## config.mk

```make
export PLATFORM = sky130hd
export DESIGN_NAME = object_access_scheduler
export DESIGN_NICKNAME = d
export VERILOG_FILES = /design/src/rtl/object_access_scheduler.sv
export SDC_FILE = /design/constraint.sdc
export NUM_CORES = 1
export LEC_CHECK = 0
export BUFFER_PORTS_ARGS = -buffer_cell sky130_fd_sc_hd__buf_2
export CORE_AREA = 2 2 526 528
export CTS_BUF_LIST = sky130_fd_sc_hd__clkbuf_8
export DETAILED_ROUTE_END_ITERATION = 8
export DIE_AREA = 0 0 528 530
export PLACE_DENSITY = 0.3
export SYNTH_ARGS = -nofsm -noshare
export SYNTH_HDL_FRONTEND = slang
export SYNTH_SLANG_ARGS = --single-unit
```

## constraint.sdc

```tcl
create_clock -name clk_in -period 2.9 [get_ports clk_in]
set_clock_uncertainty 0.15 [all_clocks]
set_input_delay 0.58 -clock clk_in [delete_from_list [all_inputs] [get_ports clk_in]]
set_output_delay 0.58 -clock clk_in [all_outputs]
set_load 0.05 [all_outputs]
```

## src/rtl/object_access_scheduler.sv

```systemverilog
// Object storage front end: 4-lane read sweeps with tagged results, and round-robin sharing of the write port.
// Optional build macro SWEEP_WRITE_LOCK_EN holds off all write grants while a sweep is running.
module object_access_scheduler #(
  parameter int OBJ_WIDTH  = 115,
  parameter int OBJ_COUNT  = 4,
  parameter int ADDR_WIDTH = 8,
  parameter int RD_LATENCY = 2
) (
  input  logic                  clk_in,
  input  logic                  rst_n_in,
  input  logic                  sweep_start_in,
  output logic                  sweep_busy_out,
  output logic                  sweep_done_out,
  output logic                  obj_valid_out,
  output logic [ADDR_WIDTH-1:0] obj_base_addr_out,
  output logic [3:0]            obj_lane_mask_out,
  output logic [OBJ_WIDTH-1:0]  obj_data_out [3:0],
  input  logic                  phys_wr_valid_in,
  output logic                  phys_wr_ready_out,
  input  logic [ADDR_WIDTH-1:0] phys_wr_addr_in,
  input  logic [OBJ_WIDTH-1:0]  phys_wr_obj_in,
  input  logic                  ar_wr_valid_in,
  output logic                  ar_wr_ready_out,
  input  logic [ADDR_WIDTH-1:0] ar_wr_addr_in,
  input  logic [OBJ_WIDTH-1:0]  ar_wr_obj_in,
  output logic                  st_read_valid_out,
  output logic [ADDR_WIDTH-1:0] st_read_addrs_out [3:0],
  input  logic [OBJ_WIDTH-1:0]  st_read_objects_in [3:0],
  input  logic                  st_read_valid_in,
  output logic                  st_write_valid_out,
  output logic [ADDR_WIDTH-1:0] st_write_addr_out,
  output logic [OBJ_WIDTH-1:0]  st_write_object_out
);
  localparam int NUM_GROUPS = (OBJ_COUNT + 3) / 4;
  localparam logic [ADDR_WIDTH-1:0] LAST_BASE   = ADDR_WIDTH'((NUM_GROUPS - 1) * 4);
  localparam logic [ADDR_WIDTH+1:0] OBJ_COUNT_W = (ADDR_WIDTH + 2)'(OBJ_COUNT);

  // S_IDLE: wait for start | S_ISSUE: one read group per cycle | S_DRAIN: wait for last beat
  typedef enum logic [1:0] {S_IDLE, S_ISSUE, S_DRAIN} state_t;

  state_t                state_q;
  logic                  busy_q;
  logic                  rd_valid_q;
  logic [ADDR_WIDTH-1:0] rd_addrs_q [3:0];
  logic [ADDR_WIDTH-1:0] rd_base_q;
  logic [3:0]            rd_mask_q;
  logic                  rd_last_q;

  logic [RD_LATENCY-1:0] pipe_vld_q;
  logic [RD_LATENCY-1:0] pipe_last_q;
  logic [ADDR_WIDTH-1:0] pipe_base_q [RD_LATENCY];
  logic [3:0]            pipe_mask_q [RD_LATENCY];

  logic                  obj_valid_q;
  logic                  done_q;
  logic [ADDR_WIDTH-1:0] obj_base_q;
  logic [3:0]            obj_mask_q;
  logic [OBJ_WIDTH-1:0]  obj_data_q [3:0];

  logic                  last_ar_q;
  logic                  wr_valid_q;
  logic [ADDR_WIDTH-1:0] wr_addr_q;
  logic [OBJ_WIDTH-1:0]  wr_obj_q;

  logic [ADDR_WIDTH-1:0] base_d;
  logic [ADDR_WIDTH+1:0] lane_sum [3:0];
  logic [3:0]            mask_d;
  logic [ADDR_WIDTH-1:0] addrs_d [3:0];
  logic                  beat_fire;
  logic                  wr_open;
  logic                  phys_grant;
  logic                  ar_grant;

  always_comb begin
    base_d = (state_q == S_ISSUE) ? rd_base_q + ADDR_WIDTH'(4) : '0;
    mask_d = '0;
    for (int i = 0; i < 4; i++) begin
      lane_sum[i] = {2'b00, base_d} + (ADDR_WIDTH + 2)'(i);
      mask_d[i]   = lane_sum[i] < OBJ_COUNT_W;
      addrs_d[i]  = mask_d[i] ? lane_sum[i][ADDR_WIDTH-1:0] : '0;
    end
  end

  always_ff @(posedge clk_in or negedge rst_n_in) begin
    if (!rst_n_in) begin
      state_q    <= S_IDLE;
      busy_q     <= 1'b0;
      rd_valid_q <= 1'b0;
      rd_base_q  <= '0;
      rd_mask_q  <= '0;
      rd_last_q  <= 1'b0;
      for (int i = 0; i < 4; i++) rd_addrs_q[i] <= '0;
    end else begin
      case (state_q)
        S_IDLE: if (sweep_start_in) begin
          state_q    <= S_ISSUE;
          busy_q     <= 1'b1;
          rd_valid_q <= 1'b1;
          rd_base_q  <= base_d;
          rd_mask_q  <= mask_d;
          rd_last_q  <= (base_d == LAST_BASE);
          rd_addrs_q <= addrs_d;
        end
        S_ISSUE: if (rd_last_q) begin
          state_q    <= S_DRAIN;
          rd_valid_q <= 1'b0;
          rd_mask_q  <= '0;
          rd_last_q  <= 1'b0;
          for (int i = 0; i < 4; i++) rd_addrs_q[i] <= '0;
        end else begin
          rd_base_q  <= base_d;
          rd_mask_q  <= mask_d;
          rd_last_q  <= (base_d == LAST_BASE);
          rd_addrs_q <= addrs_d;
        end
        S_DRAIN: if (done_q && pipe_vld_q == '0) begin
          state_q <= S_IDLE;
          busy_q  <= 1'b0;
        end
        default: state_q <= S_IDLE;
      endcase
    end
  end

  // Tag pipeline tracks storage latency; its valid bit lets stale storage beats be ignored after reset.
  assign beat_fire = st_read_valid_in & pipe_vld_q[RD_LATENCY-1];

  always_ff @(posedge clk_in or negedge rst_n_in) begin
    if (!rst_n_in) begin
      pipe_vld_q  <= '0;
      pipe_last_q <= '0;
      for (int i = 0; i < RD_LATENCY; i++) begin
        pipe_base_q[i] <= '0;
        pipe_mask_q[i] <= '0;
      end
      obj_valid_q <= 1'b0;
      done_q      <= 1'b0;
      obj_base_q  <= '0;
      obj_mask_q  <= '0;
      for (int i = 0; i < 4; i++) obj_data_q[i] <= '0;
    end else begin
      pipe_vld_q[0]  <= rd_valid_q;
      pipe_last_q[0] <= rd_valid_q & rd_last_q;
      pipe_base_q[0] <= rd_base_q;
      pipe_mask_q[0] <= rd_mask_q;
      for (int i = 1; i < RD_LATENCY; i++) begin
        pipe_vld_q[i]  <= pipe_vld_q[i-1];
        pipe_last_q[i] <= pipe_last_q[i-1];
        pipe_base_q[i] <= pipe_base_q[i-1];
        pipe_mask_q[i] <= pipe_mask_q[i-1];
      end
      obj_valid_q <= beat_fire;
      done_q      <= beat_fire & pipe_last_q[RD_LATENCY-1];
      if (beat_fire) begin
        obj_base_q <= pipe_base_q[RD_LATENCY-1];
        obj_mask_q <= pipe_mask_q[RD_LATENCY-1];
        obj_data_q <= st_read_objects_in;
      end
    end
  end

`ifdef SWEEP_WRITE_LOCK_EN
  assign wr_open = rst_n_in & ~busy_q & ~((state_q == S_IDLE) & sweep_start_in);
`else
  assign wr_open = rst_n_in;
`endif

  always_comb begin
    phys_grant = 1'b0;
    ar_grant   = 1'b0;
    if (wr_open) begin
      if (phys_wr_valid_in && ar_wr_valid_in) begin
        phys_grant = last_ar_q;
        ar_grant   = ~last_ar_q;
      end else begin
        phys_grant = phys_wr_valid_in;
        ar_grant   = ar_wr_valid_in;
      end
    end
  end

  always_ff @(posedge clk_in or negedge rst_n_in) begin
    if (!rst_n_in) begin
      last_ar_q  <= 1'b1;
      wr_valid_q <= 1'b0;
      wr_addr_q  <= '0;
      wr_obj_q   <= '0;
    end else begin
      wr_valid_q <= phys_grant | ar_grant;
      if (phys_grant | ar_grant) last_ar_q <= ar_grant;
      if (phys_grant) begin
        wr_addr_q <= phys_wr_addr_in;
        wr_obj_q  <= phys_wr_obj_in;
      end else if (ar_grant) begin
        wr_addr_q <= ar_wr_addr_in;
        wr_obj_q  <= ar_wr_obj_in;
      end
    end
  end

  assign sweep_busy_out      = busy_q;
  assign sweep_done_out      = done_q;
  assign obj_valid_out       = obj_valid_q;
  assign obj_base_addr_out   = obj_base_q;
  assign obj_lane_mask_out   = obj_mask_q;
  assign obj_data_out        = obj_data_q;
  assign st_read_valid_out   = rd_valid_q;
  assign st_read_addrs_out   = rd_addrs_q;
  assign st_write_valid_out  = wr_valid_q;
  assign st_write_addr_out   = wr_addr_q;
  assign st_write_object_out = wr_obj_q;
  assign phys_wr_ready_out   = phys_grant;
  assign ar_wr_ready_out     = ar_grant;

endmodule

```

======== Yosys cells after proc, flatten, opt, wreduce, memory -nomap -nowiden ========
Index checks and enable logic that the tools add are counted.
cells by class
  bitwise logic cells ..................... 5
  shifts and indexed selects .............. 0
  multiplexer cells ....................... 34
  multiply operators ...................... 0
  reductions and logical operators ........ 13
  order comparisons ....................... 4
  add/sub/neg operators ................... 4
  div/mod/pow operators ................... 0
  equal/unequal tests ..................... 6
operators with widths
  kind                                                                   number
  115-bit two-way mux                                                    2
  8-bit two-way mux                                                      9
  32-bit two-way mux                                                     2
  32-bit case mux with 2 select lines                                    1
  9-bit by 3-bit < comparator with 1-bit output, second input constant   3
  8-bit by 2-bit adder with 9-bit output, second input constant          2
  8-bit case mux with 2 select lines                                     1
  3-bit AND reduction                                                    4
  8-bit by 1-bit adder with 9-bit output, second input constant          1
  1-bit two-way mux                                                      9
  8-bit by 3-bit adder with 8-bit output, second input constant          1
  8-bit zero test                                                        1
  8-bit by 3-bit < comparator with 1-bit output, second input constant   1
  4-bit two-way mux                                                      2
  2-bit inequality test, second input constant                           4
  4-bit case mux with 2 select lines                                     1
  2-bit two-way mux                                                      3
  1-bit case mux with 2 select lines                                     3
  2-bit case mux with 3 select lines                                     1
  2-bit nonzero test                                                     3
  2-bit zero test                                                        2
  1-bit AND                                                              3
  2-bit by 1-bit equality test with 1-bit output, second input constant  1
  2-bit equality test, second input constant                             1
  other kinds (4)                                                        5
word-level totals
  memories ................................ 0
  bits of input ports ..................... 712
  logic and storage cells ................. 94
  output and inout bits ................... 634
  bits in registers ....................... 676
  RAM bits ................................ 0
  memory bits (read-only) ................. 0
  bits in latches ......................... 0

======== Logic depth before layout (Yosys ltp) ========
  word-level depth ........................ 7
  mapped depth ............................ 11
  mapped depth without buffers ............ 10

======== Worst setup path after synthesis ========
Ideal clock, no wire load.
  path type ............................... register -> register
  start ................................... register state_q[1]
  end ..................................... register rd_addrs_q, in the netlist st_read_addrs_out[17]
  clock period less this slack ............ 2.637 ns
  setup slack ............................. 0.263 ns
  library setup time ...................... 0.074 ns
  stages on the path, launching flop included .. 10
  path buffers ............................ 0
  data required time ...................... 2.676 ns
  arrival ................................. 2.412 ns
  cell sequence ........................... dfrtp_1 > inv_1 > nand2_1 > nor2_1 > ha_1 > nand4_1 > or4_1 > a2111oi_2 > nand3_1 > o21ai_2
between the ends
  longest elaborated chain between the ends .. 7
  elaborated cells on any way between the ends .. 12
  those cells by class .................... add/sub: 1; order compare: 1; eq/ne: 2; mux: 5; reduce/logical: 3
ends and longest elaborated chain
  element                                             RTL line  text
  start: declaration                                  41        state_t state_q;
  start signal: assignment                            86        state_q <= S_IDLE;
  start signal: assignment                            96        state_q <= S_ISSUE;
  start signal: assignment                            105       state_q <= S_DRAIN;
  2-bit by 1-bit equality test with 1-bit output (*)  75        base_d = (state_q == S_ISSUE) ? rd_base_q + ADDR_WIDTH'(4) : '0;
  8-bit two-way mux (*)                               75
  net base_d[2]                                       65        logic [ADDR_WIDTH-1:0] base_d;
  8-bit by 2-bit adder with 9-bit output (*)          78        lane_sum[i] = {2'b00, base_d} + (ADDR_WIDTH + 2)'(i);
  9-bit by 3-bit < comparator with 1-bit output (*)   79        mask_d[i] = lane_sum[i] < OBJ_COUNT_W;
  8-bit two-way mux (*)                               80        addrs_d[i] = mask_d[i] ? lane_sum[i][ADDR_WIDTH-1:0] : '0;
  32-bit two-way mux, on equally long branches        104, 95
  32-bit case mux with 2 select lines (*)             94        case (state_q)
  end signal: assignment                              102       rd_addrs_q <= addrs_d;
  end signal: assignment                              114       rd_addrs_q <= addrs_d;
  end: declaration                                    44        logic [ADDR_WIDTH-1:0] rd_addrs_q [3:0];
Mark *: on every way through the listed nets, which the timed path passes. The rest lies on a longest branch. The select of a mux whose other input is x is not followed.
A chain may end at the register's enable or synchronous reset.

======== Worst setup path in the final report ========
  start ................................... input rst_n_in
  end ..................................... output phys_wr_ready_out
between the ends
  longest elaborated chain between the ends .. 1
ends and longest elaborated chain
  element             RTL line  text
  start: declaration  10        input logic rst_n_in,
  1-bit two-way mux   171       if (wr_open) begin
  end: declaration    19        output logic phys_wr_ready_out,
No other way between the ends.

==> metrics.md <==
| Metric | Value |
|---|---|
| Critical R2R Capture | `st_read_addrs_out[17]$_DFFE_PN0P_` |
| Final period util | `0.957` |
| Die width | `between 500 and 600 um` |
| Ys Warns | `0` |
| Post-DP HPWL | `between 100000 and 150000 um` |
| Vias | `approximately 24000` |
| Placed insts | `6710` |
| Nets | `4691` |
| Reg clk slew, reported paths | `roughly 50 ps` |
| Starting density of the core | `0.0945` |
| Hold WS | `between 150 and 200 ps` |
| Synth Area in Compound Gates | `0.0366` |
| PwrDens | `approximately 890 nW/um^2` |
| Seq pwr share | `0.308` |
| Area Overhead vs Synth | `85.2%` |
| Die Y | `approximately 530 um` |
| Overall routing resource usage | `0.122` |
| Wirelength per Cell | `roughly 23 um` |
| Crit path DAT | `around 2100 ps` |
| Clk root buf | `clkbuf_8` |
| Max-cap violations | `0` |
| Initial antenna violation count | `177` |
| Final WS setup | `~120 ps` |
| Top cell type by total area after synthesis | `dfrtp_1` |
| Async SR Flop Fraction | `1.00` |
| Synthesized area per cell | `about 15 um^2` |
| CTS tree | `done` |
| Cell with the most instances after synthesis | `dfrtp_1` |
| GR Overflow Total | `0` |
| RSZ-0062 raised after global routing | `true` |
| Pre-CTS setup slack | `120 ps` |
| CTS sink cnt | `between 600 and 700` |
| Register area | `16900 um^2` |
| Clock Power Share | `0.271` |
| Setup slack, reg-to-reg | `approximately 190 ps` |
| Worst-Margin Slew | `789 ps` |
| Placed inst area | `37700 um^2` |
| Crit-path max FO | `8` |
| Fmax | `between 0.3 and 0.4 GHz` |
| # fillers | `roughly 31000` |
| Sw power | `between 15 and 20 mW` |
| Simple logic cell fraction of the synthesized area | `0.0364` |
| Number of global-route vias before repair | `25000` |
| Die area | `280000 um^2` |
| Final ANT Viol Nets | `0` |
| Synthesized flop and latch total | `676` |
| Internal power | `roughly 23 mW` |
| Drt via density | `3.11` |
| Commonest cells in the netlist | `dfrtp_1, mux2_2, nand2_1` |
| Worst Setup Start Kind | `input port` |
| Synth top area share | `0.650` |
| Mux cell area share after synthesis | `0.253` |
| FF-to-FF path depth | `9` |
| Synth Area in XOR/XNOR | `0.00265` |
| Netlist Area Pre-Place | `26000 um^2` |
| IO Count | `approximately 1300` |
| Final wirelength | `around 180000 um` |
| Area contributors post-synth | `dfrtp_1, mux2_2, mux2i_1, o21ai_0, nand2_1` |
| Slew Viols, Final | `0` |
| DR pass1 iterations | `5` |
| Drt drc | `0` |
| Sequential-to-total area share from yosys stat | `0.651` |
| VDD IR-drop max | `0.347 mV` |
| Port buffer count | `approximately 1300` |
| Hold EP | `pipe_mask_q[3]$_DFF_PN0_` |
| Hold wc startpoint | `pipe_mask_q[7]$_DFF_PN0_` |
| Status | `completed` |
| Critical Path RT | `~2200 ps` |
| Clock Latency Late Sink | `a little over 900 ps` |
| Largest net degree at the start of global routing | `approximately 110` |
| Syn Nets | `2503` |
| H-tree depth | `4` |
| Ys flop type | `dfrtp_1` |
| CTS Buf Count | `153` |
| PnR Total Power | `around 43 mW` |
| Final hold violation count | `0` |
| Hold path depth | `0` |
| LEAKAGE | `about 22 nW` |
| Adder-cell share of the synthesized area | `0.00289` |
| # setup viols final | `0` |
| Final Critical Period | `2780 ps` |
| Layout cell share with drive strength beyond 1 | `0.520` |
| Cells after synthesis | `between 1500 and 2000` |
| Gpl congestion | `between 0.8 and 0.9` |
| Setup TNS | `0 ps` |
| Crit path kind | `in2out` |
| Slew margin rel. | `0.474` |
| Yosys cell types | `46` |
| Worst Setup End Kind | `primary output` |
| Fin util | `0.175` |
| Multi-input gate area | `around 8700 um^2` |
| Final instance area | `between 40000 and 50000 um^2` |
| Switch share | `0.456` |
| First-pass GRT wire length | `approximately 230000 um` |
| CTS max path bufs | `4` |
| HP Class | `reg2reg` |
| Comb power frac | `0.421` |
| Final non-filler cell total | `7739` |
| Largest family of logic cells by synthesized area | `multiplexers` |
| Core area | `275000 um^2` |
| Rows | `approximately 190` |
| Post-synth EDFFs | `0` |
| Worst R2R Start | `state_q[1]$_DFFE_PN0P_` |
| Drt first-iter violations | `about 1000` |
-- worst max-delay path by stage --
stage | startpoint | endpoint | cells past startpoint
after global placement | state_q[1]$_DFFE_PN0P_ | st_read_addrs_out[25]$_DFFE_PN0P_ | 11
after floorplan | state_q[1]$_DFFE_PN0P_ | st_read_addrs_out[17]$_DFFE_PN0P_ | 9
after CTS | last_ar_q$_DFFE_PN1P_ | phys_wr_ready_out | 3
after detailed placement | state_q[1]$_DFFE_PN0P_ | st_read_addrs_out[24]$_DFFE_PN0P_ | 11
final | rst_n_in | phys_wr_ready_out | 5
after global routing | state_q[1]$_DFFE_PN0P_ | st_read_addrs_out[8]$_DFFE_PN0P_ | 11
-- cells in the final DEF, fill, tap and decap left out, drive strengths merged, types with 2 or more instances in the layout --
cell type,n
a21o,3
o31ai,2
o21a,4
diode,55
dfrtp,675
and3,3
nor2,9
mux2,472
nor2b,2
nand2b,2
nand2,156
nor4,2
a21oi,7
a22o,5
xor2,6
nand3,5
o211ai,2
nor3,4
clkbuf,189
clkinvlp,4
dlygate4sd3,714
ha,6
buf,1421
clkinv,10
a31oi,2
a2111oi,2
inv,59
bufinv,6
nor3b,2
and2,26
mux2i,125
o21ai,139
-- routing by layer --
metal	wire [um]	up-vias	global-route usage
met2	83100	1300	0.202
li1	-	10700	-
met4	6050	60	0.0387
met3	21100	406	0.0588
met1	66700	11600	0.137
met5	382	-	0
-- sequential cells by signal, summed over array words and instances (netlist names), 4 cells and up --
name,flops
pipe_base_q,16
st_write_addr_out,8
obj_data_out,460
rd_base_q,8
obj_base_addr_out,8
st_read_addrs_out,32
st_write_object_out,115
obj_lane_mask_out,4
pipe_mask_q,8
rd_mask_q,4
-- critical path, cell delays in order --
cell and delay (ps):
dlygate4sd3_1 600, buf_8 220, nand2_1 150, a21oi_4 230, buf_6 200
-- power by group through the flow --
stage               clock (mW)  sequential, mW  combinational [mW]
floorplan                    0            20.9                3.36
global placement             0            13.3                17.4
detailed placement           0            13.3                17.4
CTS                       12.3            13.2                18.4
global route              12.7            13.5                18.9
finish                    11.6            13.1                18.0
-- kinds of logic (layout without fill, tap and decap cells) --
group,count (synthesis),in the layout
XOR/XNOR,7,7
AND/OR/NAND/NOR,217,217
buffers and inverters,111,2403
AO/OA/AOI/OAI,171,171
other,0,55
flip-flops,676,676
adder cells (fa/ha/maj),6,6
multiplexers,597,597
-- timing repair --
action	4_1_cts	5_1_grt
endpoints found under the setup margin	1	9
hold buffers	714	0
pin swaps	1	0
endpoints found under the hold margin	838	0
gates resized for setup	2	3
setup buffers	1	0
-- layout make-up --
cell class | instances | share of cell area
diodes | 55 | 0.00286
clock buffers | 189 | 0.0541
clock inverters | 70 | 0.0103
inverters | 9 | 0.000702
multi-input cells | 998 | 0.180
flip-flops and latches | 676 | 0.352
well taps | 3607 | 0.0938
repair buffers | 2135 | 0.306
Note: power is estimated with default switching activity, not from simulation.
